### src/rtl/pulse_train_ctrl.sv
// pulse_train_ctrl: programmable pulse-train sequencer.
// Emits cfg_high cycles high and (cfg_period - cfg_high) cycles low per pulse.
// It emits cfg_count pulses, or runs until aborted when cfg_count is 0.
// All outputs come straight from flops.
//
// Handshake: start is a level sampled only while idle. A start in the idle
// cycle is either accepted, giving pulse_out/busy high on the next cycle, or
// rejected, giving a one-cycle cfg_err strobe on the next cycle. start is not
// sampled while busy. abort is sampled every cycle, overrides a coincident
// start, and does nothing while idle.
module pulse_train_ctrl #(
   parameter int CNT_W = 16,
   parameter int NUM_W = 16
) (
   input  logic             clock,
   input  logic             reset,
   input  logic             start,
   input  logic             abort,
   input  logic [CNT_W-1:0] cfg_period,
   input  logic [CNT_W-1:0] cfg_high,
   input  logic [NUM_W-1:0] cfg_count,
   output logic             pulse_out,
   output logic             busy,
   output logic             done,
   output logic             cfg_err,
   output logic [NUM_W-1:0] pulses_sent,
   output logic [1:0]       dbg_state
);

   typedef enum logic [1:0] {
      S_IDLE = 2'd0,
      S_HIGH = 2'd1,
      S_LOW  = 2'd2
   } state_t;

   state_t           state_q, state_d;
   logic [CNT_W-1:0] phase_q, phase_d;     // cycles spent in current phase, 1-based
   logic [CNT_W-1:0] high_len_q, high_len_d;
   logic [CNT_W-1:0] low_len_q, low_len_d;
   logic [NUM_W-1:0] count_q, count_d;
   logic [NUM_W-1:0] pulses_q, pulses_d;
   logic             pulse_q, pulse_d;
   logic             busy_q, busy_d;
   logic             done_q, done_d;
   logic             err_q, err_d;
   logic             cfg_legal;

   // Config is legal when the period holds at least one high and one low cycle.
   always_comb begin
      cfg_legal = (cfg_period >= CNT_W'(2)) && (cfg_high >= CNT_W'(1)) &&
                  (cfg_high < cfg_period);
   end

   // Next-state and next-output logic for the IDLE/HIGH/LOW sequencer.
   always_comb begin
      state_d    = state_q;
      phase_d    = phase_q;
      high_len_d = high_len_q;
      low_len_d  = low_len_q;
      count_d    = count_q;
      pulses_d   = pulses_q;
      pulse_d    = pulse_q;
      busy_d     = busy_q;
      done_d     = 1'b0;
      err_d      = 1'b0;

      case (state_q)
         S_IDLE: begin
            if (start && !abort) begin
               if (cfg_legal) begin
                  // Latch the config so later cfg_* changes cannot disturb the train.
                  high_len_d = cfg_high;
                  low_len_d  = cfg_period - cfg_high;
                  count_d    = cfg_count;
                  pulses_d   = NUM_W'(1);
                  phase_d    = CNT_W'(1);
                  pulse_d    = 1'b1;
                  busy_d     = 1'b1;
                  state_d    = S_HIGH;
               end else begin
                  err_d = 1'b1;
               end
            end
         end

         S_HIGH: begin
            if (abort) begin
               state_d = S_IDLE;
               pulse_d = 1'b0;
               busy_d  = 1'b0;
               phase_d = '0;
            end else if (phase_q == high_len_q) begin
               state_d = S_LOW;
               pulse_d = 1'b0;
               phase_d = CNT_W'(1);
            end else begin
               phase_d = phase_q + CNT_W'(1);
            end
         end

         S_LOW: begin
            if (abort) begin
               state_d = S_IDLE;
               pulse_d = 1'b0;
               busy_d  = 1'b0;
               phase_d = '0;
            end else if (phase_q == low_len_q) begin
               if ((count_q != '0) && (pulses_q == count_q)) begin
                  state_d = S_IDLE;
                  busy_d  = 1'b0;
                  done_d  = 1'b1;
                  phase_d = '0;
               end else begin
                  state_d = S_HIGH;
                  pulse_d = 1'b1;
                  phase_d = CNT_W'(1);
                  // Saturate so a long continuous run never wraps the counter.
                  if (pulses_q != '1) begin
                     pulses_d = pulses_q + NUM_W'(1);
                  end
               end
            end else begin
               phase_d = phase_q + CNT_W'(1);
            end
         end

         default: begin
            state_d = S_IDLE;
            pulse_d = 1'b0;
            busy_d  = 1'b0;
            phase_d = '0;
         end
      endcase
   end

   // State and output registers; reset wins over everything, including mid-train.
   always_ff @(posedge clock) begin
      if (reset) begin
         state_q    <= S_IDLE;
         phase_q    <= '0;
         high_len_q <= '0;
         low_len_q  <= '0;
         count_q    <= '0;
         pulses_q   <= '0;
         pulse_q    <= 1'b0;
         busy_q     <= 1'b0;
         done_q     <= 1'b0;
         err_q      <= 1'b0;
      end else begin
         state_q    <= state_d;
         phase_q    <= phase_d;
         high_len_q <= high_len_d;
         low_len_q  <= low_len_d;
         count_q    <= count_d;
         pulses_q   <= pulses_d;
         pulse_q    <= pulse_d;
         busy_q     <= busy_d;
         done_q     <= done_d;
         err_q      <= err_d;
      end
   end

   assign pulse_out   = pulse_q;
   assign busy        = busy_q;
   assign done        = done_q;
   assign cfg_err     = err_q;
   assign pulses_sent = pulses_q;
   assign dbg_state   = state_q;

endmodule
### config.mk
export PLATFORM = sky130hd
export DESIGN_NAME = pulse_train_ctrl
export DESIGN_NICKNAME = d
export VERILOG_FILES = /design/src/rtl/pulse_train_ctrl.sv
export SDC_FILE = /design/constraint.sdc
export NUM_CORES = 1
export LEC_CHECK = 0
export CAP_MARGIN = 20
export CORE_ASPECT_RATIO = 1.25
export CORE_MARGIN = 2
export CORE_UTILIZATION = 50
export DETAILED_ROUTE_END_ITERATION = 10
export GPL_ROUTABILITY_DRIVEN = 0
export GPL_TIMING_DRIVEN = 0
export PLACE_DENSITY = 0.81
export SETUP_SLACK_MARGIN = 0.02
export SYNTH_ARGS = -nofsm -noshare
export SYNTH_HDL_FRONTEND = slang
export SYNTH_SLANG_ARGS = --single-unit
### constraint.sdc
create_clock -name clock -period 3.2 [get_ports clock]
set_input_delay 0.8 -clock clock [delete_from_list [all_inputs] [get_ports clock]]
set_output_delay 0.8 -clock clock [all_outputs]
set_load 0.02 [all_outputs]
==> flow_summary.json <==
{
  "start_util": 0.506,
  "port_buffers": 72,
  "cp_max_fo": 10,
  "post-route-drc-count": 0,
  "synth_area_um2": 5070,
  "wirelength_um": 15600,
  "hold_start": "low_len_q[6]$_SDFFE_PP0P_",
  "core_um2": 10000,
  "antenna_found_initial": 0,
  "cts-root-buf": "clkbuf_16",
  "ys_types": 64,
  "grt_pass1_vias": 5092,
  "cts.sinks": 86,
  "clock_latency_ns": 0.34,
  "cts.path.max_buffers": 2,
  "final_nets": 800,
  "firstDrtPassIters": 5,
  "swShare": 0.274,
  "final_antenna_net_count": 0,
  "synth_edf_count": 0,
  "status": "completed",
  "fin_crit_ns": 3.12,
  "grt_pass1_wl_um": 24300,
  "post-place-cells": 834,
  "finalCritPeriodShare": 0.975,
  "pwr-share-clk": 0.388,
  "finalSetupViolations": 0,
  "synth_seq_cells": 86,
  "wl_per_cell_um": 18.1,
  "p_leak_nw": 2.65,
  "ir_drop_mv": 0.257,
  "synth_top_flop_cell": "dfxtp_1",
  "power.internal_w": 0.00201,
  "worstMarginPinSlew_ns": 0.693,
  "placed_cell_area_um2": 5950,
  "fin_skew_ns": 0.00861,
  "comb_power_share": 0.203,
  "worstSetupPathType": "input port to flop",
  "overflow": 0,
  "pin_count": 74,
  "crit_start": "cfg_high[12]",
  "die-width_um": 94.0,
  "cp.required_ns": 3.47,
  "synthArstFlopShare": 0,
  "drive_above_1_share": 0.125,
  "dp.final_hpwl_um": 11200,
  "n_fill_cell": 778,
  "slew_violations": 0,
  "area_growth_pct": 32.0,
  "multi_input_area_um2": 3370,
  "syn_avg_cell_area_um2": 8.00,
  "track_usage": 0.283,
  "cts_buffers": 9,
  "timing.fmax_mhz": 320,
  "stdcell_count": 863,
  "place_ws_ns": -0.907,
  "drt-initial-drc-count": 377,
  "num_rows": 41,
  "start_kind": "input port",
  "finalInstanceArea_um2": 6690,
  "routed_via_density": 6.15,
  "synth_warnings": 0,
  "hold_viol": 0,
  "die_h_um": 117,
  "die-area_um2": 11000,
  "synth_nets": 704,
  "powerDensity_nw_per_um2": 415,
  "max_slew_margin": 0.538,
  "synth_cells": 633,
  "sequentialPowerShare": 0.409,
  "r2r-start": "pulses_sent[1]$_SDFFE_PP0P_",
  "worst_hold_path_type": "flop to flop",
  "cp-end-kind": "flop",
  "cts_tree": "yes",
  "cts.reportedPaths.clkPinSlew_ns": 0.06,
  "vias": 5309,
  "setup_ws_ns": 0.0786,
  "grt_max_degree": 15,
  "seqCellArea_um2": 1720,
  "cap_violations": 0,
  "yosysSeqAreaShare": 0.340,
  "arrival_ns": 3.39,
  "switching_power_w": 0.000762,
  "htree_levels": 3,
  "diodes": 0
}
routing by layer:
metal / wire length (µm) / global-route usage
met1: 6230 / 0.339
met2: 7740 / 0.478
met3: 971 / 0.0516
met5: 0 / 0
met4: 656 / 0.157
synthesized netlist by cell type (6+ instances only):
library cell / count / area (µm²)
a311oi_1: 7 / 61.3
xnor2_1: 20 / 175
nand2_1: 102 / 383
dfxtp_1: 86 / 1720
buf_2: 7 / 35.0
o21ai_0: 23 / 115
nand4_1: 14 / 87.6
or3_1: 6 / 37.5
ha_1: 18 / 225
nor2_1: 41 / 154
nor3_1: 14 / 70.1
nand3_1: 15 / 75.1
inv_1: 21 / 78.8
and3_1: 9 / 56.3
clkbuf_1: 17 / 63.8
nor4_1: 17 / 106
a211oi_1: 8 / 60.1
a21oi_1: 65 / 325
nand2b_1: 10 / 62.6
xor2_1: 47 / 412
o21a_1: 7 / 52.6
cell usage in the layout (no fill, tap or decap), types with 8 or more instances in the layout:
| cell | count |
|---|---|
| ha_4 | 13 |
| nor4_1 | 17 |
| nand2b_1 | 8 |
| xor2_1 | 47 |
| a21oi_1 | 64 |
| nand3_1 | 15 |
| clkdlybuf4s50_1 | 55 |
| inv_1 | 21 |
| nor2_1 | 36 |
| dfxtp_1 | 86 |
| nor3_1 | 13 |
| nand2_1 | 102 |
| nand4_1 | 14 |
| clkbuf_16 | 9 |
| clkbuf_1 | 14 |
| and3_1 | 9 |
| o21ai_0 | 22 |
| xnor2_1 | 20 |
| dlymetal6s2s_1 | 13 |
| buf_4 | 19 |
power groups by stage:
stage | Sequential (W) | Clock (W) | Combinational, W
after floorplan | 0.00116 | 0 | 0.000296
after global placement | 0.00116 | 0 | 0.000452
after detailed placement | 0.00116 | 0 | 0.000468
after CTS | 0.00114 | 0.00108 | 0.000519
after global routing | 0.00114 | 0.00113 | 0.000603
final | 0.00114 | 0.00108 | 0.000563
area by class of cell:
type                       count  area share
multi-input combinational    494       0.504
sequential                    86       0.257
timing repair buffer          85       0.127
clock buffer                  12      0.0384
buffer                        32      0.0292
tap                          129      0.0241
inverter                      21      0.0118
clock inverter                 4     0.00786
critical path, stage by stage:
cell and delay, ns:
clkdlybuf4s50_1 0.50, inv_1 0.08, ha_4 0.29, nand4_1 0.12, or4_4 0.56, nand4_1 0.14
a21oi_4 0.07, or2_4 0.28, a31o_4 0.25, buf_4 0.17, nor2_1 0.11
metrics by stage:
step                 util  power, W  hold slack [ns]  setup TNS [ns]
floorplan               -   0.00145            0.443               0
global placement    0.595   0.00161            0.453          -50.99
detailed placement  0.595   0.00163            0.459          -58.84
CTS                 0.652   0.00273            0.466               0
global route        0.668   0.00287            0.496         -0.0425
finish              0.668   0.00278            0.465               0
registers in the layout (all words and copies together), names as in the netlist:
register     flops
busy             1
cfg_err          1
count_q         16
dbg_state        2
done             1
high_len_q      16
low_len_q       16
phase_q         16
pulse_out        1
pulses_sent     16
path summary, 6_finish.rpt:
| kind | endpoint | slack, ns | depth (start not counted) |
|---|---|---|---|
| min reg2reg | low_len_q[6]$_SDFFE_PP0P_ | 0.47 | 2 |
| max | phase_q[8]$_SDFFE_PP0P_ | 0.08 | 11 |
| max reg2reg | pulses_sent[5]$_SDFFE_PP0P_ | 0.41 | 8 |
| min | low_len_q[6]$_SDFFE_PP0P_ | 0.47 | 2 |
what timing repair did:
item                                    CTS  global route
hold endpoints to repair                  0             0
setup buffers                             7             5
pin swaps                                 9            12
gates cloned                              1             0
hold buffers                              0             0
endpoints found under the setup margin   83            75
resized for setup                        46            30
cells by family after synthesis:
| kind of cell | share of synthesized area |
|---|---|
| AOI/OAI and AO/OA | 0.196 |
| xor gates and xnor gates | 0.116 |
| adders and majority gates | 0.0484 |
| buffers and inverters | 0.0491 |
| DFF | 0.340 |
| and+or+nand+nor | 0.250 |
No activity file was read; power rests on OpenSTA's default activity.
==> RTL change 1: new RTL, same settings <==
`CNT_W`: 16 -> 24.
--- a/src/rtl/pulse_train_ctrl.sv
+++ b/src/rtl/pulse_train_ctrl.sv
@@ -10,5 +10,5 @@
 // start, and does nothing while idle.
 module pulse_train_ctrl #(
-   parameter int CNT_W = 16,
+   parameter int CNT_W = 24,
    parameter int NUM_W = 16
 ) (
Interface: changed (resized cfg_high and cfg_period); port bits go from 74 to 90. The function was not compared with the original's and may differ.
==> RTL change 1 against the unedited design <==
- the flow now finishes with violations (negative setup slack)
- largest power group unchanged
- hold slack improved by 0.0020 ns
- non-clock buffer count increased by 57
- area after synthesis increased by 33%
- sequential cell count increased by 24
- setup slack got worse by 0.099 ns
- count of clock-buffer cells in the layout unchanged
- sequential share of layout area decreased by 1.5 points
- final area increased by 36%
- sequential power increased by 29%
- total power increased by 30%
- wire length increased by 41%
- die area increased by 31%
- critical path type unchanged
- synthesized cell count increased by 40%
- critical path depth increased by 1
==> RTL change 1: results (changes against the unedited design) <==
- Hold endpoint: high_len_q[14]$_SDFFE_PP0P_ (was low_len_q[6]$_SDFFE_PP0P_)
- Data arrival, critical path: 3.46 ns (was 3.39 ns)
- Area of the multi-input gates: 4750 sq um (was 3370 sq um)
- Worst Setup SP: cfg_period[16] (was cfg_high[12])
- PortBufs: 89 (was 72)
- Final setup viols: 1 (was 0)
- Failing checks: negative setup slack
- Via count: 7212 (was 5309)
- Placed cell areas: 7920 sq um (was 5950 sq um)
- DR iter-0 viols: 533 (was 377)
- Layout cell share with drive strength beyond 1: 17.6% (was 12.5%)
- Setup TNS Final: -0.0199 ns (was 0 ns)
- Compound-Gate Fraction of Synth Area: 18.7% (was 19.6%)
- Nets: 1118 (was 800)
- Final HPWL DP: 15400 um (was 11200 um)
- Vias in the first global route: 6911 (was 5092)
- VDD IR max: 0.000242 V (was 0.000257 V)
- Post-synthesis adder-cell area fraction: 5.14% (was 4.84%)
- Worst Clk Skew: 0.0150 ns (was 0.00861 ns)
- Worst Setup EP: phase_q[6]$_SDFFE_PP0P_ (was phase_q[8]$_SDFFE_PP0P_)
- Via density: 6.02 (was 6.15)
- Synth top cells by count: 162 x nand2_1, 110 x dfxtp_1, 99 x a21oi_1 (was 102 x nand2_1, 86 x dfxtp_1, 65 x a21oi_1)
- Filler instances: 1036 (was 778)
- Synth Instances: 887 (was 633)
- R2R depth: 9 (was 8)
- Xor and xnor fraction of the mapped netlist area: 13.5% (was 11.6%)
- Flop2flop setup slack: 0.14 ns (was 0.41 ns)
- Largest net degree at the start of global routing: 18 (was 15)
- Lkg Pwr: 3.40 nW (was 2.65 nW)
- Post-synthesis cell type count: 55 (was 64)
- Drt first pass iters: 7 (was 5)
- Status: finished, violations left (was finished clean)
- WHS: 0.467 ns (was 0.465 ns)
- Worst r2r dst: pulses_sent[3]$_SDFFE_PP0P_ (was pulses_sent[5]$_SDFFE_PP0P_)
- Worst skew pair latency: 0.36 ns (was 0.34 ns)
- Hold Startpoint: high_len_q[14]$_SDFFE_PP0P_ (was low_len_q[6]$_SDFFE_PP0P_)
- CP Capture Type: register (unchanged)
- Wirelength, routed: 22000 um (was 15600 um)
- Syn nets: 982 (was 704)
- Int Pwr: 0.00251 W (was 0.00201 W)
- Setup slack after layout: -0.0199 ns (was 0.0786 ns)
[RTL change 1: changes by cell type after synthesis, sizes merged, moves of 18 or more]
cell,change
a21oi,+31
inv,+20
dfxtp,+24
nor2,+25
nand2,+60
clkbuf,+18
xnor2,+47
[RTL change 1: kinds of logic after synthesis]
logic type / count (synthesis)
fa+ha+maj: 27
xor+xnor: 101
simple gates: 359
compound gates: 200
flops: 110
buf+inv: 90
[RTL change 1: final cells by class]
cell class	instances	area share, %
clock inverter	4	0.579
sequential	110	24.3
timing repair buffer	127	12.4
clock buffer	12	2.83
tap	171	2.36
inverter	41	1.70
multi-input combinational	687	52.4
buffer	47	3.43
[RTL change 1: what timing repair did]
action | in CTS | in global routing
resized for setup | 121 | 89
setup buffers | 21 | 14
pin swaps | 27 | 27
cloned | 2 | 0
endpoints found under the setup margin | 107 | 105
[RTL change 1: power by group through the flow]
stage	logic [W]	registers, W	clock network, W
6_report	0.000976	0.00147	0.00117
5_1_grt	0.00104	0.00147	0.00121
4_1_cts	0.000887	0.00147	0.00116
3_5_place_dp	0.000761	0.00150	0
3_3_place_gp	0.000748	0.00150	0
2_1_floorplan	0.000489	0.00149	0
[RTL change 1: metal layers]
metal / wire length, um / global-route usage, %
met4: 1000 / 14.3
met1: 8420 / 36.4
met5: 0 / 0
met3: 1440 / 3.57
met2: 11100 / 51.4
[RTL change 1: metrics by stage]
step | total power (W) | setup WS, ns
floorplan | 0.00198 | 0.0256
global placement | 0.00225 | -1.06
detailed placement | 0.00226 | -1.12
CTS | 0.00352 | 0.0214
global route | 0.00373 | -0.0274
finish | 0.00361 | -0.0199
[RTL change 1: worst min-delay path: cells and delay by family, from the launching register on]
family / cells / cell delay, ns
AO/OA/AOI/OAI: 1 / 0.05
AND/OR/NAND/NOR: 1 / 0.05
flip-flops: 1 / 0.32
==> RTL change 2: new RTL, config.mk and constraints unchanged <==
Made on the original files. Register the output `done` once more, without a reset; this adds one clock of latency there. The other outputs are not delayed to match.
--- a/src/rtl/pulse_train_ctrl.sv
+++ b/src/rtl/pulse_train_ctrl.sv
@@ -163,5 +163,7 @@
    assign pulse_out   = pulse_q;
    assign busy        = busy_q;
-   assign done        = done_q;
+   always_ff @(posedge clock) begin
+      done <= done_q;
+   end
    assign cfg_err     = err_q;
    assign pulses_sent = pulses_q;
Function: changed (Yosys sat finds a counterexample within 4 cycles, from zero or initial values and one cycle with reset high).
==> RTL change 2 against the unedited design <==
- area after synthesis rose by 0.40%
- final area grew 0.65%
- setup slack is essentially flat
- wire length up 3.9%
- sequential cell count is 1 higher
- total power rose by 2.8%
- hold slack got worse by 0.14 ns
- clock power rose by 6%
- highest routed layer unchanged
- final cell count is 0.35% lower
==> RTL change 2: results (changes against the unedited design) <==
- Status: finished clean (unchanged)
- Clock buf/inv share: 4.76% (was 4.62%)
- Post-synthesis sequential area ratio: 34.2% (was 34.0%)
- Worst Setup SP: cfg_period[7] (was cfg_high[12])
- First-pass GRT wire length: 24700 um (was 24300 um)
- Int Pwr: 0.00206 W (was 0.00201 W)
- Placed Cells incl. Taps: 835 (was 834)
- Design Area, Final: 6730 sq um (was 6690 sq um)
- GRT Util Overall: 29.0% (was 28.3%)
- Data buffer area share: 15.6% (about the same)
- Clock group power: 0.00114 W (was 0.00108 W)
- Data arrival, critical path: 3.36 ns (was 3.39 ns)
- Worst Setup EP: low_len_q[15]$_SDFFE_PP0P_ (was phase_q[8]$_SDFFE_PP0P_)
- Synthesized flop and latch total: 87 (was 86)
- Final period utilization: 97.6% (was 97.5%)
- Flop2flop setup slack: 0.38 ns (was 0.41 ns)
- Hold path depth: 0 (was 2)
- WHS: 0.329 ns (was 0.465 ns)
- Synth-to-Final Area Change: 32.3% (was 32.0%)
- Placed cell areas: 5970 sq um (was 5950 sq um)
- Nets: 797 (was 800)
- Bufs w/o clock: 113 (was 117)
- Vias in the first global route: 5111 (was 5092)
- Worst Clk Skew: 0.00896 ns (was 0.00861 ns)
- Worst-Margin Slew: 0.642 ns (was 0.693 ns)
- Hold Startpoint: done_q$_SDFF_PP0_ (was low_len_q[6]$_SDFFE_PP0P_)
- Compound-Gate Fraction of Synth Area: 19.6% (about the same)
- Hold endpoint: done$_DFF_P_ (was low_len_q[6]$_SDFFE_PP0P_)
- Worst path slowest cell: clkdlybuf4s50_1 (was or4_4)
- Wire length per cell: 18.8 um (was 18.1 um)
- Syn nets: 705 (was 704)
- Largest net degree at the start of global routing: 16 (was 15)
- Wirelength, routed: 16200 um (was 15600 um)
- Via density: 6.17 (was 6.15)
- Max stage delay on crit path: 0.47 ns (was 0.56 ns)
- Final HPWL DP: 11400 um (was 11200 um)
## RTL change 2: changes by cell type in the layout (fill, tap and decap cells not counted), moves of 2 or more
cell      delta
buf_4       -13
buf_6        +5
buf_2        +2
clkbuf_4     +2
clkbuf_8     -2
## RTL change 2: per-layer routing
| metal | global-route usage [%] | up-vias | part of all wire (%) |
|---|---|---|---|
| met5 | 0 | - | 0 |
| met2 | 50.1 | 278 | 50 |
| met1 | 34.1 | 2528 | 39 |
| li1 | - | 2438 | - |
| met4 | 15.9 | 0 | 4.5 |
| met3 | 4.77 | 61 | 6.8 |
## RTL change 2: what timing repair did
| action | 4_1_cts | 5_1_grt |
|---|---|---|
| resized for setup | 41 | 40 |
| pin swaps | 13 | 9 |
| setup endpoints to repair | 83 | 79 |
| buffers inserted | 6 | 2 |
| gates cloned | 1 | 0 |
| hold endpoints to repair | 0 | 0 |
